$ cat src/rtl/pc_ctrl.sv
// Next-PC sequencer with instruction-fetch request/grant handshake and redirect flush.
// Optional PC_CTRL_MISALIGN_EN: misaligned jump targets are replaced by TRAP_VEC and flagged.
module pc_ctrl #(
    parameter int unsigned                 CPU_WIDTH  = 32,
    parameter logic [CPU_WIDTH-1:0]        RESET_ADDR = 'h0,
    parameter logic [CPU_WIDTH-1:0]        TRAP_VEC   = 'h100
) (
    input  logic                 clk,
    input  logic                 rst_n,
    input  logic [CPU_WIDTH-1:0] curr_pc_i,
    output logic [CPU_WIDTH-1:0] next_pc_o,
    output logic                 if_req_o,
    input  logic                 if_gnt_i,
    input  logic                 stall_i,
    input  logic                 jump_en_i,
    input  logic [CPU_WIDTH-1:0] jump_addr_i,
    input  logic                 trap_en_i,
    output logic                 flush_o,
    output logic                 misalign_o
);

    // state | meaning
    // BOOT  | first cycle after reset, PC loads RESET_ADDR, no fetch
    // RUN   | normal fetch, redirect or stall handled in one cycle
    // WAIT  | fetch outstanding, address held until grant
    typedef enum logic [1:0] {
        BOOT = 2'd0,
        RUN  = 2'd1,
        WAIT = 2'd2
    } state_t;

    state_t                 state_q, state_d;
    logic                   pend_vld_q, pend_vld_d;
    logic [CPU_WIDTH-1:0]   pend_pc_q, pend_pc_d;

    logic                   redir;
    logic                   jump_bad;
    logic [CPU_WIDTH-1:0]   jump_tgt;
    logic [CPU_WIDTH-1:0]   redir_tgt;
    logic [CPU_WIDTH-1:0]   pc_inc;

    always_comb begin
        redir    = trap_en_i | jump_en_i;
        jump_tgt = jump_addr_i;
        jump_bad = 1'b0;
`ifdef PC_CTRL_MISALIGN_EN
        // only a jump that actually wins selection can be flagged
        if (jump_addr_i[1:0] != 2'b00) begin
            jump_tgt = TRAP_VEC;
            jump_bad = jump_en_i & ~trap_en_i;
        end
`endif
        redir_tgt = trap_en_i ? TRAP_VEC : jump_tgt;
        pc_inc    = curr_pc_i + CPU_WIDTH'(4);
    end

    always_comb begin
        state_d    = state_q;
        pend_vld_d = pend_vld_q;
        pend_pc_d  = pend_pc_q;
        next_pc_o  = curr_pc_i;
        if_req_o   = 1'b0;
        flush_o    = 1'b0;
        misalign_o = 1'b0;

        case (state_q)
            BOOT: begin
                next_pc_o = RESET_ADDR;
                state_d   = RUN;
            end
            RUN: begin
                if (redir) begin
                    next_pc_o  = redir_tgt;
                    flush_o    = 1'b1;
                    misalign_o = jump_bad;
                end else if (!stall_i) begin
                    if_req_o = 1'b1;
                    if (if_gnt_i) begin
                        next_pc_o = pc_inc;
                    end else begin
                        state_d = WAIT;
                    end
                end
            end
            WAIT: begin
                if_req_o = 1'b1;
                if (if_gnt_i) begin
                    if (redir) begin
                        next_pc_o  = redir_tgt;
                        flush_o    = 1'b1;
                        misalign_o = jump_bad;
                    end else if (pend_vld_q) begin
                        next_pc_o = pend_pc_q;
                        flush_o   = 1'b1;
                    end else begin
                        next_pc_o = pc_inc;
                    end
                    pend_vld_d = 1'b0;
                    state_d    = RUN;
                end else if (redir) begin
                    pend_vld_d = 1'b1;
                    pend_pc_d  = redir_tgt;
                    misalign_o = jump_bad;
                end
            end
            default: begin
                state_d = BOOT;
            end
        endcase

        // reset overrides everything so outputs are defined before the first edge
        if (!rst_n) begin
            state_d    = BOOT;
            pend_vld_d = 1'b0;
            pend_pc_d  = '0;
            next_pc_o  = RESET_ADDR;
            if_req_o   = 1'b0;
            flush_o    = 1'b0;
            misalign_o = 1'b0;
        end
    end

    always_ff @(posedge clk) begin
        if (!rst_n) begin
            state_q    <= BOOT;
            pend_vld_q <= 1'b0;
            pend_pc_q  <= '0;
        end else begin
            state_q    <= state_d;
            pend_vld_q <= pend_vld_d;
            pend_pc_q  <= pend_pc_d;
        end
    end

endmodule

$ cat config.mk
export PLATFORM = sky130hd
export DESIGN_NAME = pc_ctrl
export DESIGN_NICKNAME = d
export VERILOG_FILES = /design/src/rtl/pc_ctrl.sv
export SDC_FILE = /design/constraint.sdc
export NUM_CORES = 1
export LEC_CHECK = 0
export BUFFER_PORTS_ARGS = -buffer_cell sky130_fd_sc_hd__clkbuf_2
export CAP_MARGIN = 5
export CORE_ASPECT_RATIO = 0.5
export CORE_UTILIZATION = 40
export CTS_BUF_LIST = sky130_fd_sc_hd__clkbuf_8
export DETAILED_ROUTE_END_ITERATION = 10
export PLACE_DENSITY = 0.71
export SLEW_MARGIN = 25
export SYNTH_ARGS = -nofsm -noshare
export SYNTH_HDL_FRONTEND = slang
export SYNTH_SLANG_ARGS = --single-unit
$ cat constraint.sdc
create_clock -name clk -period 7 [get_ports clk]
set_clock_uncertainty 0.15 [all_clocks]
set_input_delay 0.7 -clock clk [delete_from_list [all_inputs] [get_ports clk]]
set_output_delay 0.7 -clock clk [all_outputs]
set_load 0.01 [all_outputs]
=== Word level (Yosys, flattened, before mapping) ===
Cells that the tools add are included.
Widths: inputs -> output; s select.

* Add/sub/neg operators: 1
* Equal/unequal tests: 6
* Mux-type cells: 26
* Bitwise logic cells: 2
* Reduce and logical (&&, ||, !) cells: 5

{| class="wikitable"
|+ Operators by type and width
! operator !! number
|-
| $mux 32 || 8
|-
| $pmux 32 s3 || 1
|-
| $add 32x3->32 const B || 1
|-
| $mux 1 || 10
|-
| $mux 2 || 4
|-
| $ne 2x2->1 const B || 4
|-
| $pmux 2 s3 || 1
|-
| $pmux 1 s2 || 2
|-
| $reduce_and 4->1 || 1
|-
| $reduce_and 3->1 || 1
|-
| $eq 2x1->1 const B || 1
|-
| $eq 2x2->1 const B || 1
|-
| $logic_not 2->1 || 1
|-
| $reduce_and 2->1 || 1
|-
| $reduce_bool 2->1 || 1
|-
| $not 1->1 || 1
|-
| $or 1x1->1 || 1
|}

* Register bits after elaboration: 35
* Input port bits: 70
* Word-level logic and storage cells: 43

=== Depth between registers and ports, before layout ===
* Depth in word-level cells: 6
* Gate-level depth with buffers: 11
* Gate-level depth less buffers: 8

=== Least setup slack after synthesis ===
No wires, ideal clock.

* Path type: input-to-output
* Start: input curr_pc_i[2]
* End: output next_pc_o[24]
* Arrival time: 2.715 ns
* Required time: 6.150 ns
* Slack: 3.435 ns
* Stages: 8
* Cell sequence: ha_1 -> nand3_4 -> or4_4 -> buf_6 -> or4_4 -> nor3_2 -> o311ai_1 -> a31oi_1

* Cells in the longest elaborated chain, start to end: 6
* Elaborated cells on any way between the ends: 9

{| class="wikitable"
|+ Ends and longest elaborated chain
! what !! RTL line !! text
|-
| start: declaration || 10 || <nowiki>input logic [CPU_WIDTH-1:0] curr_pc_i,</nowiki>
|-
| $add 32x3->32 (*) || 54 || <nowiki>pc_inc = curr_pc_i + CPU_WIDTH'(4);</nowiki>
|-
| $mux 32 (on tied branches) || 92, 78 ||
|-
| $mux 32 (on tied branches) || 88, 76 ||
|-
| $mux 32 (on tied branches) || 87, 72 ||
|-
| $pmux 32 s3 (*) || 66 || <nowiki>case (state_q)</nowiki>
|-
| $mux 32 (*) || 112 || <nowiki>if (!rst_n) begin</nowiki>
|-
| end: declaration || 11 || <nowiki>output logic [CPU_WIDTH-1:0] next_pc_o,</nowiki>
|}

Mark *: on every way between the ends. The rest lies on a longest branch, timed or not.

=== Worst setup path after layout ===
* Start: input jump_en_i
* End: output next_pc_o[30]

* Cells in the longest elaborated chain, start to end: 5
* Elaborated cells on any way between the ends: 6

{| class="wikitable"
|+ Ends and longest elaborated chain
! what !! RTL line !! text
|-
| start: declaration || 15 || <nowiki>input logic jump_en_i,</nowiki>
|-
| $or 1x1->1 (*) || 43 || <nowiki>redir = trap_en_i | jump_en_i;</nowiki>
|-
| $mux 32 || 88 || <nowiki>if (redir) begin</nowiki>
|-
| $mux 32 || 87 || <nowiki>if (if_gnt_i) begin</nowiki>
|-
| $pmux 32 s3 (*) || 66 ||
|-
| $mux 32 (*) || 112 ||
|}

Marked as above.

==> key figures <==
Die
  • Initial Util: 42.0%
  • Die H: 75.9 um
  • Chip width: 150 um
  • Core area: 0.0104 sq mm
  • I/O Pins: 105
  • Die Area: 0.0114 sq mm
  • Row cnt: 26

Power and ir drop
  • Sequential group share of total power: 36.5%
  • Combinational power share: 32.1%
  • Sw power: 0.000198 W
  • Clock Power Share: 31.3%
  • Tot Pwr: 0.000551 W
  • Switching Fraction: 36.0%
  • Maximum VDD drop: 0.0656 mV
  • Power density cells: 113 mW/mm^2
  • Leak Pwr: 1.72 nW
  • Int Power: 0.000353 W

Status
  • Status: finished clean

STA
  • Final setup TNS: 0 ps
  • Final critical-path required period: 4140 ps
  • Unrepaired setup endpoints after global routing: false
  • Final setup viols: 0
  • Final Cycle Share: 59.2%
  • Slew Limit Fails: 0
  • Final hold violations: 0
  • Least-Margin Pin Slew: 897 ps
  • Relative slew slack: 40.0%
  • Fmax achieved: 0.241 GHz

Yosys
  • Post-synth EDFFs: 0
  • Seq cells post-synth: 35
  • Cell count after synthesis: 649
  • Post-synth top area share: 16.0%
  • Mean Syn Cell Area: 6.74 sq um
  • Synth warn: 0
  • FFs w/ async S/R, synth: 0%
  • Dominant cells by area after synthesis: dfxtp_1 (16%), o21ai_0 (7.3%), nand2_1 (6.2%)
  • Syn Std Cell Area: 0.00437 sq mm
  • Yosys cell types: 70
  • Top cell type by total area after synthesis: dfxtp_1
  • Syn Nets: 724
  • Top_reg_cell synth: dfxtp_1
  • Register area share after synthesis: 16.0%

Critical path
  • Worst Path Max Fanout: 35
  • Element type at the critical path end: output pin
  • Critical path class: in2out
  • Worst endpoint data arrival time: 3290 ps
  • Worst endpoint required time: 6150 ps
  • CP Launch Type: primary input

Finish
  • Area delta synth->final: 11.9%
  • Share of cells above drive strength 1: 18.9%
  • Commonest non-fill, non-tap cell in the layout: clkbuf_2
  • Fillers: 1109
  • Final core occ: 47.0%
  • Layout Nets: 778
  • Commonest cells after routing, fill and taps aside: clkbuf_2 (103), nand2_1 (72), o21ai_0 (64)
  • Finished Layout Cells: 844
  • Final instance area: 0.00489 sq mm
  • Ant diodes: 0

Drt
  • Via count: 5317
  • DRC errors left: 0
  • DR vias/cell: 6.30
  • Pre-antenna DRT Iters: 6
  • Routed WL: 16200 um
  • Avg WL per Cell: 19.2 um
  • Initial DRC Count: 731
  • Final ANT Viol Nets: 0

Clocking
  • Post-cts sizing count: 0
  • Worst-skew pair later-pin latency: 300 ps
  • Clock slew at reported path FFs: 80 ps
  • H-tree levels: 2
  • CTS Root Cell: clkbuf_8
  • Setup Buffers After CTS: 0
  • CTS Buf Count: 5
  • Post-CTS Hold Buffers: 0
  • Deepest clock path buffer count: 2
  • CTS tree: yes
  • CTS sink count: 35

Placed design
  • Placed Area: 0.00478 sq mm
  • PortBufs: 103
  • Final HPWL DP: 11700 um
  • Inst Count DP: 836
  • GPL Wtd Cong: 0.954

Worst hold path
  • Worst hold path class: reg2reg

Global routing
  • Grt total ovfl: 0
  • Antenna violations before repair: 0
  • First-pass GRT wire length: 25500 um
  • Total global-route track usage: 28.1%
  • Vias in the first global route: 4965
  • Largest net degree at the start of global routing: 62

Flow run
  • Max-cap violations: 0
==> final timing paths <==
| path | slack [ps] | end | cells past startpoint | startpoint |
|---|---|---|---|---|
| worst min register to register | 320 | pend_pc_q[3] | 2 | pend_pc_q[3] |
| worst min-delay path | 320 | pend_pc_q[3] | 2 | pend_pc_q[3] |
| worst max-delay path | 2860 | next_pc_o[30] | 8 | jump_en_i |
| worst max register to register | 4320 | pend_pc_q[30] | 6 | state_q[0] |
==> worst max-delay path, cell delays in order <==
cell,delay (ps)
clkbuf_2,440
inv_1,530
nand2_1,450
o211ai_1,440
nor2_1,90
o21a_1,180
a311o_1,320
clkbuf_2,130
==> cell usage after synthesis (3+ instances only) <==
cell / count
nand3_1: 21
a21boi_0: 22
o21bai_1: 3
nor3_1: 10
o21a_1: 5
nand4_1: 18
a22oi_1: 6
o31ai_1: 3
and4_1: 3
ha_1: 5
and2_1: 5
or2_2: 3
and3_1: 9
nor4_1: 9
o21ai_0: 64
buf_6: 5
nand3b_1: 8
clkbuf_1: 39
buf_4: 13
o221ai_1: 6
a32oi_1: 4
or4_1: 4
nor3b_1: 16
xor2_1: 10
nor2b_1: 27
nor2_1: 43
a31oi_1: 11
o211ai_1: 25
xnor2_1: 18
nand2b_1: 23
inv_1: 14
a21oi_1: 42
dfxtp_1: 35
nand2_1: 72
==> power by group through the flow <==
stage                     registers [W]  logic [W]  clock network (W)
after floorplan                0.000206   0.000111                  0
after global placement         0.000206   0.000170                  0
after detailed placement       0.000206   0.000171                  0
after CTS                      0.000201   0.000172           0.000176
after global routing           0.000201   0.000190           0.000185
final                          0.000201   0.000177           0.000173
==> cell type report <==
class / count / area (sq um) / share of cell area (%)
multi-input combinational: 540 / 3310 / 67.7
clock buffer: 7 / 96.3 / 1.97
tap: 140 / 175 / 3.58
sequential: 35 / 701 / 14.3
clock inverter: 1 / 7.51 / 0.153
timing repair buffer: 107 / 546 / 11.2
inverter: 14 / 52.6 / 1.07
==> through the flow <==
stage | worst slack (ps) | hold slack (ps)
final | 2860 | 317
after CTS | 2840 | 321
after floorplan | 3440 | 289
after global placement | 2670 | 304
after global routing | 2700 | 343
after detailed placement | 2880 | 309
==> cells by family after synthesis <==
family | Yosys count | synth area share, %
buf+inv | 74 | 8.36
flops | 35 | 16.0
mux | 1 | 0.258
fa+ha+maj | 5 | 1.43
xor+xnor | 28 | 5.61
simple gates | 285 | 35.6
compound gates | 220 | 32.7
other cells | 1 | 0.0858
==> sequential cells by signal (all words and copies together), names as in the netlist <==
register    flops
pend_pc_q      32
state_q         2
pend_vld_q      1
==> layer usage <==
metal,global-route usage (%),vias to the layer above,wire length (um)
met5,0,-,0
met3,6.63,53,1640
met2,42.1,302,7070
met1,38.8,2486,7040
met4,10.3,0,489
li1,-,2476,-
Note: power is estimated with default switching activity, not from simulation.
